<file path="config.mk">
export PLATFORM = sky130hd
export DESIGN_NAME = atm_session_ctrl
export DESIGN_NICKNAME = d
export VERILOG_FILES = /design/src/rtl/atm_session_ctrl.sv
export SDC_FILE = /design/constraint.sdc
export NUM_CORES = 1
export LEC_CHECK = 0
export ABC_AREA = 1
export BUFFER_PORTS_ARGS = -buffer_cell sky130_fd_sc_hd__buf_2
export CAP_MARGIN = 20
export CORE_MARGIN = 4
export CORE_UTILIZATION = 45
export CTS_BUF_LIST = sky130_fd_sc_hd__clkbuf_2
export CTS_CLUSTER_DIAMETER = 100
export DETAILED_ROUTE_END_ITERATION = 10
export GPL_TIMING_DRIVEN = 0
export PLACE_DENSITY = 0.65
export REMOVE_ABC_BUFFERS = 1
export SLEW_MARGIN = 10
export SYNTH_ARGS = -nofsm -noshare
export SYNTH_HDL_FRONTEND = slang
export SYNTH_SLANG_ARGS = --single-unit
</file>
<file path="constraint.sdc">
create_clock -name clk -period 4.1 [get_ports clk]
set_input_delay 0.205 -clock clk [delete_from_list [all_inputs] [get_ports clk]]
set_output_delay 0.205 -clock clk [all_outputs]
set_load 0.05 [all_outputs]
</file>
<file path="src/rtl/atm_session_ctrl.sv">
// ---------------------------------------------------------------------------
// atm_session_ctrl
//   Runs one card session from insertion to ejection. It checks the PIN with a
//   retry limit, serves an operation menu (withdraw / deposit / inquiry / exit),
//   updates the session balance and asks whether another service is wanted.
//   An internal inactivity timer ejects the card if the customer stops
//   responding. The card is kept after too many wrong PINs.
//
// Parameters
//   BAL_W        width of balance and amount
//   TIMEOUT_CYC  idle cycles allowed in PIN / MENU / MORE (>= 2)
//   PIN_TRIES    wrong PINs allowed before the card is retained (1..7)
//   WD_LIMIT     maximum cumulative withdrawal per session
//
// Ports
//   clk, rst       clock, asynchronous active-low reset
//   card_in        card inserted pulse (IDLE only); acct_balance sampled with it
//   pin_valid      PIN entry strobe, pin_ok qualifies it
//   op_valid       operation strobe, op / amount sampled with it
//   svc_valid      "another service?" answer strobe, svc_more qualifies it
//   balance        session balance register
//   balance_we     one-cycle write-back strobe (balance already updated)
//   op_done        one-cycle pulse, operation completed successfully
//   error          one-cycle pulse, operation or session error
//   err_code       last error code, visible with the error pulse, held after it
//   card_out       one-cycle pulse, card ejected
//   card_retained  one-cycle pulse, card kept
//   busy           high in every state except IDLE
// ---------------------------------------------------------------------------
module atm_session_ctrl #(
  parameter int BAL_W       = 20,
  parameter int TIMEOUT_CYC = 1000,
  parameter int PIN_TRIES   = 3,
  parameter int WD_LIMIT    = 5000
) (
  input  logic             clk,
  input  logic             rst,
  input  logic             card_in,
  input  logic [BAL_W-1:0] acct_balance,
  input  logic             pin_valid,
  input  logic             pin_ok,
  input  logic             op_valid,
  input  logic [1:0]       op,
  input  logic [BAL_W-1:0] amount,
  input  logic             svc_valid,
  input  logic             svc_more,
  output logic [BAL_W-1:0] balance,
  output logic             balance_we,
  output logic             op_done,
  output logic             error,
  output logic [2:0]       err_code,
  output logic             card_out,
  output logic             card_retained,
  output logic             busy
);

  typedef enum logic [2:0] {
    S_IDLE,
    S_PIN,
    S_MENU,
    S_EXEC,
    S_MORE,
    S_EJECT,
    S_RETAIN
  } state_t;

  localparam int               TMR_W     = $clog2(TIMEOUT_CYC);
  localparam logic [TMR_W-1:0] TMR_LAST  = TMR_W'(TIMEOUT_CYC - 1);
  localparam logic [2:0]       TRIES_MAX = 3'(PIN_TRIES);
  localparam logic [BAL_W:0]   WD_LIM    = (BAL_W + 1)'(WD_LIMIT);

  localparam logic [2:0] E_NONE  = 3'd0;
  localparam logic [2:0] E_PIN   = 3'd1;
  localparam logic [2:0] E_FUNDS = 3'd2;
  localparam logic [2:0] E_LIMIT = 3'd3;
  localparam logic [2:0] E_OVFL  = 3'd4;
  localparam logic [2:0] E_ZERO  = 3'd5;
  localparam logic [2:0] E_TMO   = 3'd6;

  state_t             state_reg,      state_next;
  logic [BAL_W-1:0]   balance_reg,    balance_next;
  logic [BAL_W-1:0]   wd_sum_reg,     wd_sum_next;
  logic [2:0]         tries_reg,      tries_next;
  logic [TMR_W-1:0]   timer_reg,      timer_next;
  logic [2:0]         err_code_reg,   err_code_next;
  logic [1:0]         op_reg,         op_next;
  logic [BAL_W-1:0]   amount_reg,     amount_next;
  logic               balance_we_reg, balance_we_next;

  logic [2:0]         err_now;
  logic               strobe;
  logic               tmr_expired;
  logic [BAL_W:0]     dep_sum;
  logic [BAL_W:0]     wd_total;

  // Both sums are one bit wider so the carry / limit test cannot wrap.
  assign dep_sum     = {1'b0, balance_reg} + {1'b0, amount_reg};
  assign wd_total    = {1'b0, wd_sum_reg} + {1'b0, amount_reg};
  assign tmr_expired = (timer_reg == TMR_LAST);

  always_ff @(posedge clk or negedge rst) begin
    if (!rst) begin
      state_reg      <= S_IDLE;
      balance_reg    <= '0;
      wd_sum_reg     <= '0;
      tries_reg      <= '0;
      timer_reg      <= '0;
      err_code_reg   <= E_NONE;
      op_reg         <= '0;
      amount_reg     <= '0;
      balance_we_reg <= 1'b0;
    end else begin
      state_reg      <= state_next;
      balance_reg    <= balance_next;
      wd_sum_reg     <= wd_sum_next;
      tries_reg      <= tries_next;
      timer_reg      <= timer_next;
      err_code_reg   <= err_code_next;
      op_reg         <= op_next;
      amount_reg     <= amount_next;
      balance_we_reg <= balance_we_next;
    end
  end

  always_comb begin
    state_next      = state_reg;
    balance_next    = balance_reg;
    wd_sum_next     = wd_sum_reg;
    tries_next      = tries_reg;
    timer_next      = timer_reg;
    err_code_next   = err_code_reg;
    op_next         = op_reg;
    amount_next     = amount_reg;
    balance_we_next = 1'b0;
    op_done         = 1'b0;
    error           = 1'b0;
    err_now         = E_NONE;
    strobe          = 1'b0;

    case (state_reg)
      S_IDLE: begin
        err_code_next = E_NONE;
        if (card_in) begin
          state_next   = S_PIN;
          balance_next = acct_balance;
          tries_next   = '0;
          wd_sum_next  = '0;
        end
      end

      S_PIN: begin
        if (pin_valid) begin
          strobe = 1'b1;
          if (pin_ok) begin
            state_next = S_MENU;
          end else begin
            error      = 1'b1;
            err_now    = E_PIN;
            tries_next = tries_reg + 3'd1;
            if (tries_next == TRIES_MAX) state_next = S_RETAIN;
          end
        end else if (tmr_expired) begin
          error      = 1'b1;
          err_now    = E_TMO;
          state_next = S_EJECT;
        end
      end

      S_MENU: begin
        if (op_valid) begin
          strobe      = 1'b1;
          op_next     = op;
          amount_next = amount;
          state_next  = (op == 2'b11) ? S_EJECT : S_EXEC;
        end else if (tmr_expired) begin
          error      = 1'b1;
          err_now    = E_TMO;
          state_next = S_EJECT;
        end
      end

      S_EXEC: begin
        state_next = S_MORE;
        case (op_reg)
          2'b00: begin
            if (amount_reg == '0) begin
              error   = 1'b1;
              err_now = E_ZERO;
            end else if (amount_reg > balance_reg) begin
              error   = 1'b1;
              err_now = E_FUNDS;
            end else if (wd_total > WD_LIM) begin
              error   = 1'b1;
              err_now = E_LIMIT;
            end else begin
              op_done         = 1'b1;
              balance_next    = balance_reg - amount_reg;
              wd_sum_next     = wd_total[BAL_W-1:0];
              balance_we_next = 1'b1;
            end
          end
          2'b01: begin
            if (amount_reg == '0) begin
              error   = 1'b1;
              err_now = E_ZERO;
            end else if (dep_sum[BAL_W]) begin
              error   = 1'b1;
              err_now = E_OVFL;
            end else begin
              op_done         = 1'b1;
              balance_next    = dep_sum[BAL_W-1:0];
              balance_we_next = 1'b1;
            end
          end
          // Inquiry; exit never reaches EXEC.
          default: op_done = 1'b1;
        endcase
      end

      S_MORE: begin
        if (svc_valid) begin
          strobe     = 1'b1;
          state_next = svc_more ? S_MENU : S_EJECT;
        end else if (tmr_expired) begin
          error      = 1'b1;
          err_now    = E_TMO;
          state_next = S_EJECT;
        end
      end

      // The code is cleared on the way back to IDLE so IDLE always reads 0.
      S_EJECT: begin
        state_next    = S_IDLE;
        err_code_next = E_NONE;
      end

      S_RETAIN: begin
        state_next    = S_IDLE;
        err_code_next = E_NONE;
      end

      default: state_next = S_IDLE;
    endcase

    if (error) err_code_next = err_now;

    // Restart the idle count on any state change or consumed strobe.
    if ((state_next != state_reg) || strobe) begin
      timer_next = '0;
    end else if ((state_reg == S_PIN) || (state_reg == S_MENU) || (state_reg == S_MORE)) begin
      timer_next = timer_reg + TMR_W'(1);
    end else begin
      timer_next = '0;
    end
  end

  // Forward the fresh code so it is visible in the same cycle as the pulse.
  assign err_code      = error ? err_now : err_code_reg;
  assign balance       = balance_reg;
  assign balance_we    = balance_we_reg;
  assign card_out      = (state_reg == S_EJECT);
  assign card_retained = (state_reg == S_RETAIN);
  assign busy          = (state_reg != S_IDLE);

endmodule

</file>
* Word-level counts from Yosys, hierarchy flattened
Index checks and enable logic that the tools add are counted.
** Operators by class
- Add/sub/neg operators :: 5
- Magnitude comparators :: 2
- Eq/ne operators :: 24
- Muxes and demuxes :: 70
- Reduce and logical (&&, ||, !) cells :: 15
** Operators by type and width (number)
- two-way mux 20 bit :: 11
- one-hot mux 20 bit (2 select lines) :: 3
- two-way mux 3 bit :: 22
- adder 20 x 20 -> 21 bit :: 2
- > comparator 21 x 13 -> 1 bit (second input constant) :: 1
- two-way mux 1 bit :: 21
- > comparator 20 bit :: 1
- zero test 20 bit :: 1
- two-way mux 10 bit :: 2
- subtractor 20 bit :: 1
- inequality test 3 bit (second input constant) :: 5
- one-hot mux 3 bit (5 select lines) :: 1
- inequality test 2 bit (second input constant) :: 6
- one-hot mux 3 bit (2 select lines) :: 2
- one-hot mux 3 bit (4 select lines) :: 1
- adder 10 x 1 -> 10 bit (second input constant) :: 1
- == test 10 bit (second input constant) :: 1
- == test 3 x 2 -> 1 bit (second input constant) :: 3
- == test 3 bit (second input constant) :: 3
- AND reduction 8 bit :: 1
- one-hot mux 1 bit (2 select lines) :: 3
- AND reduction 6 bit :: 1
- nonzero test 2 bit :: 3
- two-way mux 2 bit :: 2
- 16 further kinds :: 18
** Storage, ports and cells
- Bits in registers :: 82
- Input port bits :: 50

* Depth between registers and ports, before layout
Gate-level depths: netlist of the first run.
- Depth after elaboration :: 9
- Gate-level depth with buffers :: 24
- Gate-level depth less buffers :: 23

* Worst setup path after synthesis of the first run
Ideal clock, no wire load.
- Path type :: reg2out
- Start point :: register amount_reg[0]
- End point :: output port op_done
- Arrival time :: 2.833 ns
- Data required time :: 3.895 ns
- Path slack :: 1.062 ns
- Cell stages (with the launch flop) :: 20
- Cell sequence :: dfrtp_1 > ha_1 > inv_1 > fa_1 > inv_1 > nand3_1 > nand2_1 > nand3_1 > nand3_1 > nand2_1 > nand2_1 > nand2_1 > nor2_1 > nand2_1 > nor2_1 > nand2_1 > nand2_4 > nand4_4 > buf_6 > nand3_1
** Between the ends
- Cells in the longest elaborated chain, start to end :: 7
- Elaborated cells between the ends (all ways) :: 12
- Classes of those cells :: add/sub: 2; order compare: 2; mux: 7; reduce/logical: 1
** Ends and longest elaborated chain
- start, declared :: line 87 : logic [BAL_W-1:0] amount_reg, amount_next;
- start signal, assigned :: line 120 : amount_reg <= amount_next;
- adder 20 x 20 -> 21 bit :: line 98 : assign wd_total = {1'b0, wd_sum_reg} + {1'b0, amount_reg};
- > comparator 21 x 13 -> 1 bit :: line 192 : end else if (wd_total > WD_LIM) begin
- two-way mux 1 bit :: line 192
- two-way mux 1 bit :: line 189 : end else if (amount_reg > balance_reg) begin
- two-way mux 1 bit :: line 186 : if (amount_reg == '0) begin
- one-hot mux 1 bit (2 select lines) * :: line 184 : case (op_reg)
- two-way mux 1 bit * :: line 140 : case (state_reg)
- end, declared :: line 49 : output logic op_done,
Mark *: on every way between the ends. The rest lies on a longest branch, timed or not.

* Final worst setup path of the first run
- Start point :: register amount_reg[15]
- End point :: output port err_code[0]
** Between the ends
- Cells in the longest elaborated chain, start to end :: 8
- Elaborated cells between the ends (all ways) :: 19
- Classes of those cells :: add/sub: 2; order compare: 2; mux: 14; reduce/logical: 1
** Ends and longest elaborated chain
- adder 20 x 20 -> 21 bit :: line 98
- > comparator 21 x 13 -> 1 bit :: line 192
- two-way mux 2 bit or two-way mux 1 bit (tied branches) :: line 192
- two-way mux 2 bit or two-way mux 1 bit (tied branches) :: line 189
- two-way mux 3 bit or two-way mux 1 bit (tied branches) :: line 186
- one-hot mux 3 bit (2 select lines) or one-hot mux 1 bit (2 select lines) (tied branches) :: line 184
- one-hot mux 3 bit (4 select lines) or one-hot mux 1 bit (4 select lines) (tied branches) :: line 140
- two-way mux 3 bit * :: line 258 : assign err_code = error ? err_now : err_code_reg;
- end, declared :: line 51 : output logic [2:0] err_code,
Marks and branches as above.

==> metrics.yaml, run 1 <==
core_um2: 16800
numCtsBuffers: 9
syn-cell-area_um2: 7840
slew_headroom_pct: 35.8
drc_errors: 0
nFillCells: 1737
design.final.nets: 1477
synth_compound_area_share_pct: 12.0
crit_path_max_fanout: 7
clk_pin_slew_worst_paths_ns: 0.25
r2r-end: "balance[11]$_DFFE_PN0P_"
via_per_inst: 5.32
power.density_nw_per_um2: 744
period_share_pct: 93.9
vias: 8439
cts_num_sinks: 82
grtUsageTotal_pct: 25.5
grt_pass1_vias: 8155
ys_async_sr_fraction_pct: 100
htreeDepth: 3
wl_mm: 24.7
cts_tree: "yes"
crit_arrival_ns: 3.64
synth-edff-count: 0
hold_path_depth: 5
initial_utilization_pct: 46.6
synthAdderAreaFrac_pct: 10.8
yosysTopAreaCell: "dfrtp_1"
start_kind: "flop"
syn_inst: 1235
overflow: 0
placed_area_um2: 8430
r2r_start: "amount_reg[0]$_DFFE_PN0P_"
grt_max_degree: 55
synth-xor-area-share_pct: 1.23
drv_slew: 0
synthFlopType: "dfrtp_1"
clock_tree.root_cell: "clkbuf_2"
peakVddDrop_mv: 0.584
worstHoldStart: "pin_valid"
grt_pass1_wl_mm: 40.3
max_clock_freq_mhz: 260
fin_area_um2: 9240
finalClockSkew_ns: 0.0449
endpoint_kind: "output pin"
antenna_found_initial: 1
syn_avg_cell_area_um2: 6.35
syn2layout_area_growth_pct: 17.9
cp_data_required_time_ns: 3.89
io_buffers: 78
die_y_um: 140
r2r_cells: 21
placementRows: 47
gp_congestion: 0.949
ys_types: 43
ys_seq_area_share_pct: 26.2
cts_buffer_depth: 2
dr.pass1.iters: 5
synthSimpleGateAreaFrac_pct: 38.9
ant_nets: 0
whs_ns: 0.0883
wl_per_cell_um: 15.6
clk_latency_ns: 0.62
holdPathEnd: "tries_reg[0]$_DFFE_PN0P_"
fp.dieW_um: 140
status: "finished, final reports clean"
yosysMostFrequentCell: "nand2_1"
synth_top_family_by_area: "simple AND/OR/NAND/NOR gates"
r2r_setup_slack_ns: 0.55
hold_violations: 0
synth_common_cells: "nand2_1, inv_1, nor2_1"
die-area_um2: 19600
yosysWarnings: 0
final_layout_size_suffix_gt1_share_pct: 12.4
min_period_ns: 3.85
ios: 79
cap_violations: 0
synth_area_leaders: "dfrtp_1, nand2_1, ha_1"
drtIter0Drc: 556
dp_hpwl_mm: 18.5
hp-class: "in -> reg"
synth_top_area_share_pct: 26.2
tightest_slew_ns: 0.960
finalSetupViolations: 0
p_leak_nw: 4.96
synth-seq-cells: 82
crit_type: "reg -> out"
synthMuxAreaShare_pct: 0
[cells by family (layout without fill, tap and decap cells)]
group | Yosys count | count (layout)
fa+ha+maj | 66 | 66
other cells | 0 | 1
flops | 82 | 82
simple gates | 687 | 687
compound gates | 176 | 177
xor+xnor | 11 | 11
buf+inv | 213 | 343
[cells in the final DEF (no fill, tap or decap), drive strengths merged, types with 4 or more instances in the layout]
cell type	netlist	layout
ha	63	63
nand2	409	409
xor2	7	7
dfrtp	82	82
nor4	4	4
clkinvlp	0	4
dlygate4sd3	0	53
buf	17	90
a21oi	67	67
clkbuf	13	9
nand3	85	85
xnor2	4	4
o21bai	5	5
nand3b	7	7
a31oi	9	10
o21ai	86	86
nor2	106	106
nor3	24	24
inv	181	183
nand4	45	45
[layout make-up]
type,count,area (um^2),share of cell area [%]
antenna,1,2.50,0.0271
tap,220,275,2.98
clock buffer,9,45.0,0.488
timing repair buffer,143,1080,11.7
timing repair inverter,1,5.00,0.0542
sequential,82,2060,22.3
clock inverter,7,85.1,0.921
multi-input combinational,941,4990,54.0
inverter,183,692,7.49
[report_power, final]
part | internal, mW | switching [mW] | leakage [nW]
combinational | 1.55 | 3.48 | 3.82
sequential | 1.05 | 0.314 | 1.06
clock | 0.152 | 0.333 | 0.0726
total | 2.75 | 4.13 | 4.96
[metal layers]
metal	vias up	GRT usage, %	part of all wire [%]
met2	269	41.5	45
met1	3862	33.6	45
met5	-	0	0
met3	58	4.50	5.8
li1	4250	-	-
met4	0	10.1	3.6
[what timing repair did]
item / CTS / global route
hold endpoints to repair: 129 / 0
gates resized for setup: 8 / 9
endpoints found under the setup margin: 5 / 6
gates cloned: 2 / 0
hold buffers: 53 / 0
pin swaps: 2 / 3
setup buffers: 3 / 5
[critical path: stages (launching register included)]
cell and delay (ns):
dfrtp_1 0.48, inv_1 0.13, ha_1 0.40, nor2_1 0.17
inv_1 0.09, nor3_1 0.34, nand3_1 0.17, nand3_1 0.17
nand2_1 0.07, nand2_1 0.06, nand2_1 0.05, nand2_1 0.24
nor2_1 0.11, nor2_1 0.13, nand2_2 0.10, nand3_1 0.09
nand2_1 0.09, buf_6 0.16
[how the worst max path moves through the flow]
stage	from	cells past startpoint	to	slack, ns
global placement	state_reg[0]$_DFF_PN0_	7	balance[19]$_DFFE_PN0P_	-2.27
floorplan	state_reg[0]$_DFF_PN0_	7	balance[16]$_DFFE_PN0P_	0.46
detailed placement	amount_reg[0]$_DFFE_PN0P_	21	balance[17]$_DFFE_PN0P_	0.12
global route	amount_reg[6]$_DFFE_PN0P_	17	err_code[2]	-0.03
CTS	amount_reg[3]$_DFFE_PN0P_	17	err_code[2]	0.03
finish	amount_reg[15]$_DFFE_PN0P_	17	err_code[0]	0.25
[metrics by stage]
step           cells  setup TNS, ns  util, %  worst slack, ns  total power, mW
2_1_floorplan   1205              0        -            0.455             4.82
3_3_place_gp    1503         -45.82     49.6            -2.27             6.04
3_5_place_dp    1506              0     50.1            0.122             6.12
4_1_cts         1580              0     54.4           0.0287             6.76
5_1_grt         1587         -0.105     54.9          -0.0289             7.54
6_report        1587              0     54.9            0.251             6.88
No activity file was read; power rests on OpenSTA's default activity.
==> run 2, diff against run 1 <==
--- a/config.mk
+++ b/config.mk
@@ -12,10 +12,12 @@
 export CORE_UTILIZATION = 45
 export CTS_BUF_LIST = sky130_fd_sc_hd__clkbuf_2
 export CTS_CLUSTER_DIAMETER = 100
+export CTS_CLUSTER_SIZE = 20
 export DETAILED_ROUTE_END_ITERATION = 10
 export GPL_TIMING_DRIVEN = 0
 export PLACE_DENSITY = 0.65
 export REMOVE_ABC_BUFFERS = 1
+export SETUP_SLACK_MARGIN = 0.3
 export SLEW_MARGIN = 10
 export SYNTH_ARGS = -nofsm -noshare
 export SYNTH_HDL_FRONTEND = slang
==> metrics.yaml, run 2 (same netlist as run 1, synthesis figures left out) <==
cts_buffer_depth: 2
overflow: 0
holdPathEnd: "tries_reg[0]$_DFFE_PN0P_"
wl_mm: 24.8
hold_path_depth: 5
dp_slack_ns: 0.122
hold_violations: 0
antenna_found_initial: 1
crit_path_max_fanout: 3
setup_ws_ns: 0.487
power_frac_comb_pct: 73.6
cts_num_sinks: 82
design.final.nets: 1484
drv_slew: 0
clk_pin_slew_worst_paths_ns: 0.25
finalSetupViolations: 0
hp-class: "in -> reg"
cap_violations: 0
grtUsageTotal_pct: 25.4
worstHoldStart: "pin_valid"
initial_utilization_pct: 46.6
die-area_um2: 19600
drc_errors: 0
power_mw: 7.05
fp.dieW_um: 140
nFillCells: 1709
grt_pass1_wl_mm: 40.5
max_clock_freq_mhz: 277
peakVddDrop_mv: 0.593
vias: 8495
placementRows: 47
ios: 79
p_switching_mw: 4.18
r2r_setup_slack_ns: 0.63
min_period_ns: 3.61
fin_util_pct: 56.4
status: "finished, final reports clean"
crit_type: "reg -> out"
gp_congestion: 0.949
multi_input_area_um2: 5150
core_um2: 16800
regArea_um2: 2060
htreeDepth: 3
rsz0062_at_grt: "true"
clock_tree.root_cell: "clkbuf_2"
wl_per_cell_um: 15.6
ant_nets: 0
period_share_pct: 88.1
grt_max_degree: 55
finalClockSkew_ns: 0.0430
dp_hpwl_mm: 18.5
switching_share_pct: 59.3
r2r_cells: 22
r2r_start: "amount_reg[0]$_DFFE_PN0P_"
die_y_um: 140
start_kind: "flop"
final_layout_size_suffix_gt1_share_pct: 15.7
drtIter0Drc: 600
power.share.clock_pct: 6.9
clk_latency_ns: 0.61
syn2layout_area_growth_pct: 21.0
p_leak_nw: 4.99
layout_commonest_cell: "nand2_1"
cp_data_required_time_ns: 3.89
io_buffers: 78
r2r-end: "balance[11]$_DFFE_PN0P_"
grt_pass1_vias: 8163
dr.pass1.iters: 5
most-common-layout-cells: "nand2_1, inv_1, nor2_1"
power_frac_seq_pct: 19.5
endpoint_kind: "output pin"
via_per_inst: 5.33
cts_tree: "yes"
intPower_mw: 2.87
numCtsBuffers: 9
tightest_slew_ns: 0.983
crit_arrival_ns: 3.41
power.density_nw_per_um2: 743
slew_headroom_pct: 34.2
[run 2: through the flow]
| stage | cells | instance area, um^2 | hold slack [ns] | setup TNS [ns] |
|---|---|---|---|---|
| 4_1_cts | 1583 | 9210 | 0.0205 | 0 |
| 5_1_grt | 1594 | 9490 | 0.0731 | 0 |
| 3_5_place_dp | 1506 | 8430 | 0.164 | 0 |
| 2_1_floorplan | 1205 | 7680 | -0.0906 | 0 |
| 6_report | 1594 | 9490 | 0.0975 | 0 |
| 3_3_place_gp | 1503 | 8340 | 0.415 | -45.82 |
[run 2: critical path: stages (launching register included)]
cell and delay, ns:
dfrtp_2 0.51, ha_4 0.15, inv_1 0.05, fa_2 0.36, inv_2 0.10, nand3_2 0.09
nand2_2 0.09, nand3_1 0.13, nand3_2 0.11, nand2_1 0.07, nand2_2 0.08, nand2_1 0.05
nor2_1 0.10, nand2_1 0.06, nor2_2 0.12, nand2_2 0.08, nand2_4 0.10, buf_12 0.11
nand2_4 0.04, nand3_1 0.08, nand2_1 0.08, inv_2 0.06, nand2_2 0.05, buf_6 0.15
[run 2: timing repair]
item                                    4_1_cts  5_1_grt
endpoints found under the setup margin       25        9
cloned                                        2        0
pin swaps                                     4        8
resized for setup                            22       42
hold buffers                                 53        0
endpoints found under the hold margin       129        0
buffers inserted                              6        9
[run 2: layout make-up]
cell class | count | area share, %
Sequential cell | 82 | 21.7
Multi-Input combinational cell | 941 | 54.3
Clock inverter | 7 | 0.897
Tap cell | 220 | 2.90
Antenna cell | 1 | 0.0264
Timing Repair Buffer | 150 | 12.3
Inverter | 183 | 7.29
Clock buffer | 9 | 0.475
Timing Repair inverter | 1 | 0.0528
[run 2: power groups by stage]
stage	Sequential, mW	Clock (mW)	Combinational [mW]
5_1_grt	1.41	0.536	5.77
2_1_floorplan	1.58	0	3.24
3_3_place_gp	1.37	0	4.67
6_report	1.37	0.484	5.19
4_1_cts	1.36	0.503	4.93
3_5_place_dp	1.38	0	4.74
[run 2: worst max-delay path by stage]
stage	startpoint	slack [ns]	cells after the start	to
finish	amount_reg[0]$_DFFE_PN0P_	0.49	23	err_code[1]
global route	amount_reg[3]$_DFFE_PN0P_	0.25	19	err_code[0]
CTS	amount_reg[0]$_DFFE_PN0P_	0.30	21	err_code[0]
detailed placement	amount_reg[0]$_DFFE_PN0P_	0.12	21	balance[17]$_DFFE_PN0P_
global placement	state_reg[0]$_DFF_PN0_	-2.27	7	balance[19]$_DFFE_PN0P_
floorplan	state_reg[0]$_DFF_PN0_	0.46	7	balance[16]$_DFFE_PN0P_
[run 2: layer usage]
metal  track usage [%]  share of wire [%]  up-vias
li1                  -                  -     4266
met2              42.2                 46      266
met1              33.8                 45     3908
met5                 0                  0        -
met4              8.47                3.0        0
met3              4.46                5.8       55
==> run 3, diff against run 2 <==
--- a/config.mk
+++ b/config.mk
@@ -10,7 +10,6 @@
 export CAP_MARGIN = 20
 export CORE_MARGIN = 4
 export CORE_UTILIZATION = 45
-export CTS_BUF_LIST = sky130_fd_sc_hd__clkbuf_2
 export CTS_CLUSTER_DIAMETER = 100
 export CTS_CLUSTER_SIZE = 20
 export DETAILED_ROUTE_END_ITERATION = 10
==> metrics.yaml, run 3 (same netlist as run 1, synthesis figures left out) <==
status: "finished, final reports clean"
rsz0062_at_grt: "false"
endpoint_kind: "output pin"
crit_type: "reg -> out"
die_y_um: 140
placementRows: 47
wl_per_cell_um: 15.6
clock_tree.root_cell: "clkbuf_16"
cap_violations: 0
tightest_slew_ns: 0.977
power_mw: 7.16
gp_congestion: 0.949
grt_pass1_wl_mm: 38.8
critical-path-max-stage-delay_ns: 0.48
hold_path_depth: 3
met2_usage_pct: 39.6
crit_arrival_ns: 3.37
finalClockSkew_ns: 0.0116
path_buf_inv: 3
use_met3_pct: 4.70
slew_headroom_pct: 34.7
cp_num_cells: 21
min_period_ns: 3.57
r2r_cells: 21
cp_data_required_time_ns: 3.89
htreeDepth: 3
nFillCells: 1785
finalSetupViolations: 0
vias: 8218
overflow: 0
grt_use_met1_pct: 32.4
whs_ns: 0.0564
die-area_um2: 19600
crit_path_max_fanout: 6
peakVddDrop_mv: 0.462
drtIter0Drc: 540
grtUsageTotal_pct: 24.4
placed_area_um2: 8430
p_leak_nw: 4.81
drc_errors: 0
hp-class: "in -> reg"
start_kind: "flop"
cts_num_sinks: 82
clk_latency_ns: 0.35
most-common-layout-cells: "nand2_1, inv_1, nor2_1"
hold_violations: 0
design.final.nets: 1424
cts_tree: "yes"
top_usage_layer: "met2"
grt_pass1_vias: 7906
antennaDiodeCount: 0
core_um2: 16800
cts_buffer_depth: 2
fp.dieW_um: 140
fin_util_pct: 52.9
layout_commonest_cell: "nand2_1"
syn2layout_area_growth_pct: 13.6
power.density_nw_per_um2: 804
ios: 79
period_share_pct: 87.1
io_buffers: 78
cp_slowest_cell: "dfrtp_2"
initial_utilization_pct: 46.6
wl_mm: 23.8
crit_top_cell: "nand2_1"
fin_area_um2: 8900
via_per_inst: 5.36
dr.pass1.iters: 6
crit_family: "simple AND/OR/NAND/NOR gates"
final_layout_size_suffix_gt1_share_pct: 12.8
antenna_found_initial: 0
crit_chain: "ha_4 > inv_1 > fa_1 > inv_1 > nand3_1 > nand2_1 > nand3_1 > nand3_1 > nand2_1 > nand2_1 > nand2_1 > nor2_1 > nand2_1 > nor2_1 > nand2_1 > nand2_4 > nand3_1 > nand2_2 > nand3_1 > nand2_1 > buf_4"
dp_hpwl_mm: 18.5
max_clock_freq_mhz: 280
grt_max_degree: 55
clk_pin_slew_worst_paths_ns: 0.07
ant_nets: 0
numCtsBuffers: 9
drv_slew: 0
==> run 3: worst min-delay path, cell delays in order <==
cell and delay [ns]:
buf_2 0.08, nand2_1 0.04, nand2_1 0.04
==> run 3: report_power, final <==
group / internal [mW] / leakage (nW) / switching (mW)
Clock: 0.484 / 0.146 / 0.368
Combinational: 1.48 / 3.60 / 3.45
Sequential: 1.05 / 1.06 / 0.324
==> run 3: area by class of cell <==
class                   count  area [um^2]  area share (%)
repair buffers             90          552            6.20
repair inverters            1         5.00          0.0562
well taps                 220          275            3.09
multi-input cells         941         5010            56.3
clock buffers               9          225            2.53
flip-flops and latches     82         2060            23.1
clock inverters             7         85.1           0.956
inverters                 183          696            7.82
==> run 3: path summary, 6_finish.rpt <==
kind                       slack (ns)                         to                       from
min in group asynchronous        0.33     timer_reg[5]$_DFF_PN0_                        rst
setup / recovery                 0.53                err_code[1]  amount_reg[0]$_DFFE_PN0P_
hold / removal                   0.06  amount_reg[0]$_DFFE_PN0P_                  amount[0]
max in group asynchronous        3.14  amount_reg[1]$_DFFE_PN0P_                        rst
setup reg to reg                 0.74     balance[9]$_DFFE_PN0P_  amount_reg[0]$_DFFE_PN0P_
hold reg to reg                  0.46     timer_reg[0]$_DFF_PN0_     timer_reg[0]$_DFF_PN0_
==> run 3: what timing repair did <==
item	4_1_cts	5_1_grt
pin swaps	2	3
hold buffers	1	0
cloned	2	0
setup endpoints to repair	25	24
endpoints found under the hold margin	28	0
gates resized for setup	7	10
buffers inserted	2	5
==> run 3: metal layers <==
| layer | vias to the layer above | share of wire [%] |
|---|---|---|
| li1 | 4141 | - |
| met1 | 3777 | 45 |
| met2 | 249 | 45 |
| met3 | 51 | 6.2 |
| met4 | 0 | 3.4 |
| met5 | - | 0 |
==> run 3: through the flow <==
step | instances | setup WS, ns | setup TNS [ns]
floorplan | 1205 | 0.455 | 0
global placement | 1503 | -2.27 | -45.82
detailed placement | 1506 | 0.122 | 0
CTS | 1527 | 0.312 | 0
global route | 1533 | 0.287 | 0
finish | 1533 | 0.529 | 0
